## src/rtl/seq_pkg.sv

```systemverilog
// Shared types and constants for the SM83 micro-step sequencer.
package seq_pkg;

   typedef enum logic [1:0] {COND_NZ, COND_Z, COND_NC, COND_C} cond_t;

   typedef struct packed {
      logic z;
      logic n;
      logic h;
      logic c;
   } flags_t;

   typedef enum logic [1:0] {SEQ_RUN, SEQ_HALT, SEQ_IRQ} seq_state_t;

   localparam logic [7:0] PREFIX_OPCODE = 8'hCB;

endpackage

```

## src/rtl/op_sequencer_if.sv

```systemverilog
// Decoder/memory-side bundle of the op_sequencer; master drives decoder and bus inputs,
// slave is the sequencer itself.
interface op_sequencer_if #(
   parameter int unsigned STEP_W  = 3,
   parameter int unsigned NUM_IRQ = 5,
   parameter int unsigned IDX_W   = (NUM_IRQ > 1) ? $clog2(NUM_IRQ) : 1
) ();
   import seq_pkg::*;

   logic               done;
   logic               is_cond;
   cond_t              cond;
   flags_t             flags;
   logic [STEP_W-1:0]  next_cond;
   logic               halt_req;
   logic               ei_req;
   logic               di_req;
   logic               mem_ready;
   logic [7:0]         d_in;
   logic [NUM_IRQ-1:0] irq_pend;

   logic [7:0]         ir;
   logic               in_prefix;
   logic               in_irq;
   logic [IDX_W-1:0]   irq_idx;
   logic [NUM_IRQ-1:0] irq_ack;
   logic [STEP_W-1:0]  step;
   logic               halted;
   logic               ime;
   logic               no_pc_inc;

   modport master (
      output done, is_cond, cond, flags, next_cond, halt_req, ei_req, di_req,
             mem_ready, d_in, irq_pend,
      input  ir, in_prefix, in_irq, irq_idx, irq_ack, step, halted, ime, no_pc_inc
   );

   modport slave (
      input  done, is_cond, cond, flags, next_cond, halt_req, ei_req, di_req,
             mem_ready, d_in, irq_pend,
      output ir, in_prefix, in_irq, irq_idx, irq_ack, step, halted, ime, no_pc_inc
   );

endinterface

```

## src/rtl/cond_eval.sv

```systemverilog
// Branch-condition evaluator: does the flag state satisfy the decoder's cond code.
module cond_eval
   import seq_pkg::*;
(
   input  cond_t  i_cond,
   input  flags_t i_flags,
   output logic   o_matched
);

   logic w_unused;
   assign w_unused = i_flags.n ^ i_flags.h;

   always_comb begin
      o_matched = 1'b0;
      unique case (i_cond)
         COND_NZ: o_matched = !i_flags.z;
         COND_Z:  o_matched = i_flags.z;
         COND_NC: o_matched = !i_flags.c;
         COND_C:  o_matched = i_flags.c;
      endcase
   end

endmodule

```

## src/rtl/op_sequencer.sv

```systemverilog
// Micro-step sequencer between the memory data bus and the SM83 opcode decoder.
// Define SEQ_HALT_BUG_EN to model the HALT-with-pending-IRQ opcode double read.
module op_sequencer
   import seq_pkg::*;
#(
   parameter int unsigned STEP_W   = 3,
   parameter int unsigned NUM_IRQ  = 5,
   parameter logic [7:0]  RESET_IR = 8'h00
) (
   input logic           clk,
   input logic           rst_n,
   op_sequencer_if.slave bus
);

   localparam int unsigned IDX_W = (NUM_IRQ > 1) ? $clog2(NUM_IRQ) : 1;

   seq_state_t         r_state, w_state_d;
   logic [7:0]         r_ir, w_ir_d;
   logic [STEP_W-1:0]  r_step, w_step_d;
   logic               r_prefix, w_prefix_d;
   logic [IDX_W-1:0]   r_idx, w_idx_d, w_lowest;
   logic [NUM_IRQ-1:0] r_ack, w_ack_d;
   logic               r_ime, w_ime_d;
   logic               r_ime_pend, w_ime_pend_d;
   logic               r_no_pc_inc, w_no_pc_inc_d;
   logic               w_matched, w_irq_any, w_in_irq, w_halt_bug, w_prefix_hit, w_branch;

   cond_eval u_cond_eval (
      .i_cond    (bus.cond),
      .i_flags   (bus.flags),
      .o_matched (w_matched)
   );

   assign w_irq_any    = |bus.irq_pend;
   assign w_in_irq     = (r_state == SEQ_IRQ);
   assign w_prefix_hit = (r_ir == PREFIX_OPCODE) && !r_prefix && !w_in_irq;
   assign w_branch     = bus.is_cond && !w_matched;

`ifdef SEQ_HALT_BUG_EN
   assign w_halt_bug = !r_ime && w_irq_any;
`else
   assign w_halt_bug = 1'b0;
`endif

   always_comb begin
      w_lowest = '0;
      for (int i = NUM_IRQ - 1; i >= 0; i--) begin
         if (bus.irq_pend[i]) w_lowest = IDX_W'(i);
      end
   end

   always_comb begin
      w_state_d     = r_state;
      w_ir_d        = r_ir;
      w_step_d      = r_step;
      w_prefix_d    = r_prefix;
      w_idx_d       = r_idx;
      w_ack_d       = '0;
      w_ime_d       = r_ime;
      w_ime_pend_d  = r_ime_pend;
      w_no_pc_inc_d = r_no_pc_inc;
      if (bus.mem_ready) begin
         w_no_pc_inc_d = 1'b0;
         if (r_state == SEQ_HALT) begin
            if (w_irq_any && r_ime) begin
               w_state_d = SEQ_IRQ;
               w_ime_d   = 1'b0;
               w_idx_d   = w_lowest;
               w_ack_d   = NUM_IRQ'(1) << w_lowest;
            end else if (w_irq_any) begin
               w_ir_d    = bus.d_in;
               w_state_d = SEQ_RUN;
            end
         end else begin
            if (bus.done) begin
               w_step_d   = '0;
               w_prefix_d = 1'b0;
               if (r_ime && w_irq_any && !w_in_irq) begin
                  w_state_d = SEQ_IRQ;
                  w_ime_d   = 1'b0;
                  w_idx_d   = w_lowest;
                  w_ack_d   = NUM_IRQ'(1) << w_lowest;
               end else if (bus.halt_req && !w_halt_bug) begin
                  w_state_d = SEQ_HALT;
               end else begin
                  w_ir_d        = bus.d_in;
                  w_state_d     = SEQ_RUN;
                  w_no_pc_inc_d = bus.halt_req;
               end
               // EI takes effect only after this edge's interrupt check
               if (r_ime_pend) begin
                  w_ime_d      = 1'b1;
                  w_ime_pend_d = 1'b0;
               end
            end else if (w_prefix_hit) begin
               w_ir_d     = bus.d_in;
               w_prefix_d = 1'b1;
               w_step_d   = '0;
            end else if (w_branch) begin
               w_step_d = bus.next_cond;
            end else begin
               w_step_d = r_step + 1'b1;
            end
            if (bus.ei_req) w_ime_pend_d = 1'b1;
            if (bus.di_req) begin
               w_ime_d      = 1'b0;
               w_ime_pend_d = 1'b0;
            end
         end
      end
   end

   always_ff @(posedge clk or negedge rst_n) begin
      if (!rst_n) begin
         r_state     <= SEQ_RUN;
         r_ir        <= RESET_IR;
         r_step      <= '0;
         r_prefix    <= 1'b0;
         r_idx       <= '0;
         r_ack       <= '0;
         r_ime       <= 1'b0;
         r_ime_pend  <= 1'b0;
         r_no_pc_inc <= 1'b0;
      end else begin
         r_state     <= w_state_d;
         r_ir        <= w_ir_d;
         r_step      <= w_step_d;
         r_prefix    <= w_prefix_d;
         r_idx       <= w_idx_d;
         r_ack       <= w_ack_d;
         r_ime       <= w_ime_d;
         r_ime_pend  <= w_ime_pend_d;
         r_no_pc_inc <= w_no_pc_inc_d;
      end
   end

   assign bus.ir        = r_ir;
   assign bus.in_prefix = r_prefix;
   assign bus.in_irq    = w_in_irq;
   assign bus.irq_idx   = r_idx;
   assign bus.irq_ack   = r_ack;
   assign bus.step      = r_step;
   assign bus.halted    = (r_state == SEQ_HALT);
   assign bus.ime       = r_ime;
   assign bus.no_pc_inc = r_no_pc_inc;

`ifndef SYNTHESIS
   logic w_step_wrap;
   assign w_step_wrap = bus.mem_ready && (r_state != SEQ_HALT) && !bus.done && !w_prefix_hit &&
                        !w_branch && (&r_step);

   a_step_wrap: assert property (@(posedge clk) disable iff (!rst_n) !w_step_wrap)
      else $error("op_sequencer: step counter wrapped without done");
`endif

endmodule

```

## src/flat_wrapper.sv

```systemverilog
// flat-port wrapper written by rule: the top's interface ports become plain ports
module op_sequencer_flat import seq_pkg::*;
#(
   parameter int unsigned STEP_W   = 3,
   parameter int unsigned NUM_IRQ  = 5,
   parameter logic [7:0]  RESET_IR = 8'h00
)
  (clk, rst_n, bus_done, bus_is_cond, bus_cond, bus_flags, bus_next_cond, bus_halt_req, bus_ei_req, bus_di_req, bus_mem_ready, bus_d_in, bus_irq_pend, bus_ir, bus_in_prefix, bus_in_irq, bus_irq_idx, bus_irq_ack, bus_step, bus_halted, bus_ime, bus_no_pc_inc);
  op_sequencer_if #(.STEP_W(STEP_W), .NUM_IRQ(NUM_IRQ)) bus_i ();
  input logic clk;
  input logic rst_n;
  input wire logic [$bits(bus_i.done)-1:0] bus_done;
  input wire logic [$bits(bus_i.is_cond)-1:0] bus_is_cond;
  input wire logic [$bits(bus_i.cond)-1:0] bus_cond;
  input wire logic [$bits(bus_i.flags)-1:0] bus_flags;
  input wire logic [$bits(bus_i.next_cond)-1:0] bus_next_cond;
  input wire logic [$bits(bus_i.halt_req)-1:0] bus_halt_req;
  input wire logic [$bits(bus_i.ei_req)-1:0] bus_ei_req;
  input wire logic [$bits(bus_i.di_req)-1:0] bus_di_req;
  input wire logic [$bits(bus_i.mem_ready)-1:0] bus_mem_ready;
  input wire logic [$bits(bus_i.d_in)-1:0] bus_d_in;
  input wire logic [$bits(bus_i.irq_pend)-1:0] bus_irq_pend;
  output wire logic [$bits(bus_i.ir)-1:0] bus_ir;
  output wire logic [$bits(bus_i.in_prefix)-1:0] bus_in_prefix;
  output wire logic [$bits(bus_i.in_irq)-1:0] bus_in_irq;
  output wire logic [$bits(bus_i.irq_idx)-1:0] bus_irq_idx;
  output wire logic [$bits(bus_i.irq_ack)-1:0] bus_irq_ack;
  output wire logic [$bits(bus_i.step)-1:0] bus_step;
  output wire logic [$bits(bus_i.halted)-1:0] bus_halted;
  output wire logic [$bits(bus_i.ime)-1:0] bus_ime;
  output wire logic [$bits(bus_i.no_pc_inc)-1:0] bus_no_pc_inc;
  assign bus_i.done = bus_done;
  assign bus_i.is_cond = bus_is_cond;
  assign bus_i.cond = bus_cond;
  assign bus_i.flags = bus_flags;
  assign bus_i.next_cond = bus_next_cond;
  assign bus_i.halt_req = bus_halt_req;
  assign bus_i.ei_req = bus_ei_req;
  assign bus_i.di_req = bus_di_req;
  assign bus_i.mem_ready = bus_mem_ready;
  assign bus_i.d_in = bus_d_in;
  assign bus_i.irq_pend = bus_irq_pend;
  assign bus_ir = bus_i.ir;
  assign bus_in_prefix = bus_i.in_prefix;
  assign bus_in_irq = bus_i.in_irq;
  assign bus_irq_idx = bus_i.irq_idx;
  assign bus_irq_ack = bus_i.irq_ack;
  assign bus_step = bus_i.step;
  assign bus_halted = bus_i.halted;
  assign bus_ime = bus_i.ime;
  assign bus_no_pc_inc = bus_i.no_pc_inc;
  op_sequencer #(.STEP_W(STEP_W), .NUM_IRQ(NUM_IRQ), .RESET_IR(RESET_IR)) u_core (.clk(clk), .rst_n(rst_n), .bus(bus_i));
endmodule
```

## config.mk

```make
export PLATFORM = sky130hd
export DESIGN_NAME = op_sequencer_flat
export DESIGN_NICKNAME = d
export VERILOG_FILES = /design/src/rtl/seq_pkg.sv /design/src/rtl/op_sequencer_if.sv /design/src/rtl/cond_eval.sv /design/src/rtl/op_sequencer.sv /design/src/flat_wrapper.sv
export SDC_FILE = /design/constraint.sdc
export NUM_CORES = 1
export LEC_CHECK = 0
export CORE_ASPECT_RATIO = 0.75
export CORE_MARGIN = 2
export CORE_UTILIZATION = 35
export CTS_CLUSTER_SIZE = 20
export DETAILED_ROUTE_END_ITERATION = 12
export PLACE_DENSITY = 0.69
export SLEW_MARGIN = 15
export SYNTH_ARGS = -nofsm -noshare
export SYNTH_HDL_FRONTEND = slang
export SYNTH_SLANG_ARGS = --single-unit
```

## constraint.sdc

```tcl
create_clock -name clk -period 2.7 [get_ports clk]
set_input_delay 0.54 -clock clk [delete_from_list [all_inputs] [get_ports clk]]
set_output_delay 0.54 -clock clk [all_outputs]
set_load 0.05 [all_outputs]
```

==> summary.txt <==
Post-Syn Instances - 112
wire length of the first global-routing pass - 4690 um
netlist area before placement - 1210 um2
final cycle utilization of the critical path - 93.4%
H-tree level count - 1
number of nets in the layout - 203
CP Cell Sequence - nand2b_1 > inv_1 > clkdlybuf4s50_1
setup slack of the worst register-to-register path - 370 ps
clock-pin transition on the worst setup and hold timing paths - 80 ps
vias after detailed routing - 1109
number of buffers added for setup after CTS - 0
total die area - 3940 um2
internal power of the cells - 964 uW
number of buffers added to fix hold violations after cts - 0
clock sink count - 24
aggregate routed wire length - 2940 um
Skew-Pair Late Insertion Delay - 260 ps
number of antenna violations at the first check in global routing - 0
count of input and output buffers - 50
DRC violations left - 0
cells taking the most area after synthesis - sky130_fd_sc_hd__dfrtp_1 (50%), sky130_fd_sc_hd__mux2_2 (6.5%), sky130_fd_sc_hd__a21oi_1 (3.3%), sky130_fd_sc_hd__mux2i_1 (3.3%), sky130_fd_sc_hd__nand2_1 (3.1%)
initial DRC count - 55
setup repair after global routing missed its margin - false
net count after synthesis - 143
placed wire-length estimate after detailed placement - 2300 um
CTS tree - yes
maximum number of pins on one net before global-route repair - 25
number of buffers created by CTS - 3
arrival time of the worst setup path - 1980 ps
reported net switching power - 868 uW
via density per instance - 5.28
share of the yosys chip area belonging to registers - 49.7%
largest voltage drop on the vdd net - 0.537 mV
wire length per cell after detailed routing - 14.0 um
critical path peak fanout - 7
pre-CTS worst setup slack - -164 ps
switching share of power - 47.4%
Synth-to-Final Area Change - 53.0%
power share of the combinational group - 56.3%
# setup viols final - 0
residual overflow from global routing - 0
peak clock frequency supported by timing - 396 MHz
WHS - 494 ps
number of endpoints with negative hold slack in the final report - 0
relative slew slack - 57.1%
power density normalized to cell area - 992 nW/um2
predominant post-synthesis flop cell - sky130_fd_sc_hd__dfrtp_1
diodes inserted - 0
Synth warnings - 0
final weighted congestion of routability-driven global placement - 0.865
Worst Setup Slack, final - 177 ps
Hold WC Path Type - reg2reg
overall die height - 54.9 um
share of layout cells above drive strength 1 - 14.1%
slowest stage delay, CP - 810 ps
1st-pass router iterations - 6
post-cts repair resize count - 0
clock network fraction of total power - 11.1%
vias in the first global route - 1060
antenna violation net count after detailed routing - 0
core area - 3290 um2
outcome - finished clean
leakage power - 0.000770 uW
number of placement rows - 18
number of enable flip-flop cells after synthesis - 0
Die Wd - 71.8 um
total I/O pin count - 54
sequential fraction of design power - 32.6%
top cell type by total area after synthesis - sky130_fd_sc_hd__dfrtp_1
maxcap violations - 0
post-synthesis area per instance - 10.8 um2
initial core utilization - 36.7%
post-layout minimum cycle time - 2520 ps
setup clock skew after layout - 1.83 ps
CP Launch Type - register
share of Yosys cell area claimed by the top area cell type - 49.7%
clk buf depth - 2
WP data required - 2160 ps
library cells used by synthesis - 41
GRT Total Usage - 15.4%
classification of the worst setup path - reg2out
Slowest-stage cell, CP - sky130_fd_sc_hd__clkdlybuf4s50_1
endpoint class of the critical path - primary output
actual transition at the worst max-transition pin - 644 ps
Root Buffer Master - sky130_fd_sc_hd__clkbuf_8
#FFs+latches synth - 24
async set or reset register ratio after synthesis - 100%
number of pins exceeding their max-slew limit in the final report - 0
-- worst max-delay path: cells and delay by family (launching register included) --
| kind | cells | cell delay, ps |
|---|---|---|
| buffers and inverters | 2 | 960 |
| flip-flops | 1 | 450 |
| AND/OR/NAND/NOR | 1 | 310 |
-- worst paths after layout --
path | from | to | depth (start not counted)
max | u_core.r_state[1] | bus_halted | 3
min | u_core.bus.irq_idx[1] | u_core.bus.irq_idx[1] | 2
max reg2reg | u_core.r_state[1] | u_core.bus.ir[0] | 5
min reg2reg | u_core.bus.irq_idx[1] | u_core.bus.irq_idx[1] | 2
max in group asynchronous | rst_n | u_core.bus.in_prefix | 2
min in group asynchronous | rst_n | u_core.bus.irq_idx[2] | 2
-- synth_stat cells (2+ instances only) --
library cell / number
sky130_fd_sc_hd__dfrtp_1: 24
sky130_fd_sc_hd__nand2_1: 10
sky130_fd_sc_hd__a21oi_1: 8
sky130_fd_sc_hd__mux2_2: 7
sky130_fd_sc_hd__o21ai_0: 7
sky130_fd_sc_hd__inv_1: 6
sky130_fd_sc_hd__mux2i_1: 4
sky130_fd_sc_hd__a31oi_1: 3
sky130_fd_sc_hd__nor2_1: 3
sky130_fd_sc_hd__and3_1: 2
sky130_fd_sc_hd__clkbuf_1: 2
sky130_fd_sc_hd__nand2b_1: 2
sky130_fd_sc_hd__nand3_1: 2
sky130_fd_sc_hd__nand4_1: 2
sky130_fd_sc_hd__nor3_1: 2
sky130_fd_sc_hd__nor4_1: 2
sky130_fd_sc_hd__o41ai_1: 2
-- flip-flops by register name, summed over array words and instances, names as in the netlist --
name                  flops
u_core.bus.ir             8
u_core.bus.in_prefix      1
u_core.bus.irq_idx        3
u_core.bus.irq_ack        5
u_core.bus.ime            1
u_core.r_state            2
u_core.r_ime_pend         1
u_core.bus.step           3
-- per-stage QoR --
step	power [uW]	std cells	cell area (um2)	TNS, ps	utilization (%)
after floorplan	1270	112	1210	0	-
after global placement	1610	207	1810	-969	54.9
after detailed placement	1640	207	1810	-1270	54.9
after CTS	1850	210	1850	0	56.2
after global routing	1930	210	1850	0	56.2
final	1830	210	1850	0	56.2
-- cell families after synthesis --
logic type | share of synthesized area (%)
XOR/XNOR | 0.726
multiplexers | 10.8
AO/OA/AOI/OAI | 16.5
other | 0.311
adder cells (fa/ha/maj) | 1.04
flip-flops | 49.7
AND/OR/NAND/NOR | 17.4
buffers and inverters | 3.52
-- cell type report --
cell class                      instances  area, um2
Timing Repair Buffer                   59        568
Tap cell                               40       50.0
Fill cell                             274       1440
Multi-Input combinational cell         78        564
Sequential cell                        24        601
Clock buffer                            3       41.3
Inverter                                6       22.5
-- metal layers --
layer	vias up	routed length, um	GRT usage [%]
met5	-	0	0
met3	6	212	3.13
met1	528	1350	20.6
li1	530	-	-
met2	45	1350	26.1
met4	0	22	3.46
-- cell usage in the layout, fill, tap and decap left out, types with 3 or more instances in the layout --
cell type                         Yosys  final
sky130_fd_sc_hd__clkdlybuf4s50_1      0     50
sky130_fd_sc_hd__dfrtp_1             24     24
sky130_fd_sc_hd__nand2_1             10     10
sky130_fd_sc_hd__buf_4                1      9
sky130_fd_sc_hd__a21oi_1              8      8
sky130_fd_sc_hd__o21ai_0              7      7
sky130_fd_sc_hd__mux2_2               7      7
sky130_fd_sc_hd__inv_1                6      6
sky130_fd_sc_hd__mux2i_1              4      4
sky130_fd_sc_hd__nor2_1               3      3
sky130_fd_sc_hd__a31oi_1              3      3
sky130_fd_sc_hd__clkbuf_8             0      3
-- power by group through the flow --
stage          registers [uW]  clock network (uW)  logic, uW
2_1_floorplan             932                   0        339
3_3_place_gp              590                   0       1020
3_5_place_dp              604                   0       1030
4_1_cts                   596                 212       1040
5_1_grt                   614                 227       1090
6_report                  597                 203       1030
Note: power is estimated with default switching activity, not from simulation.
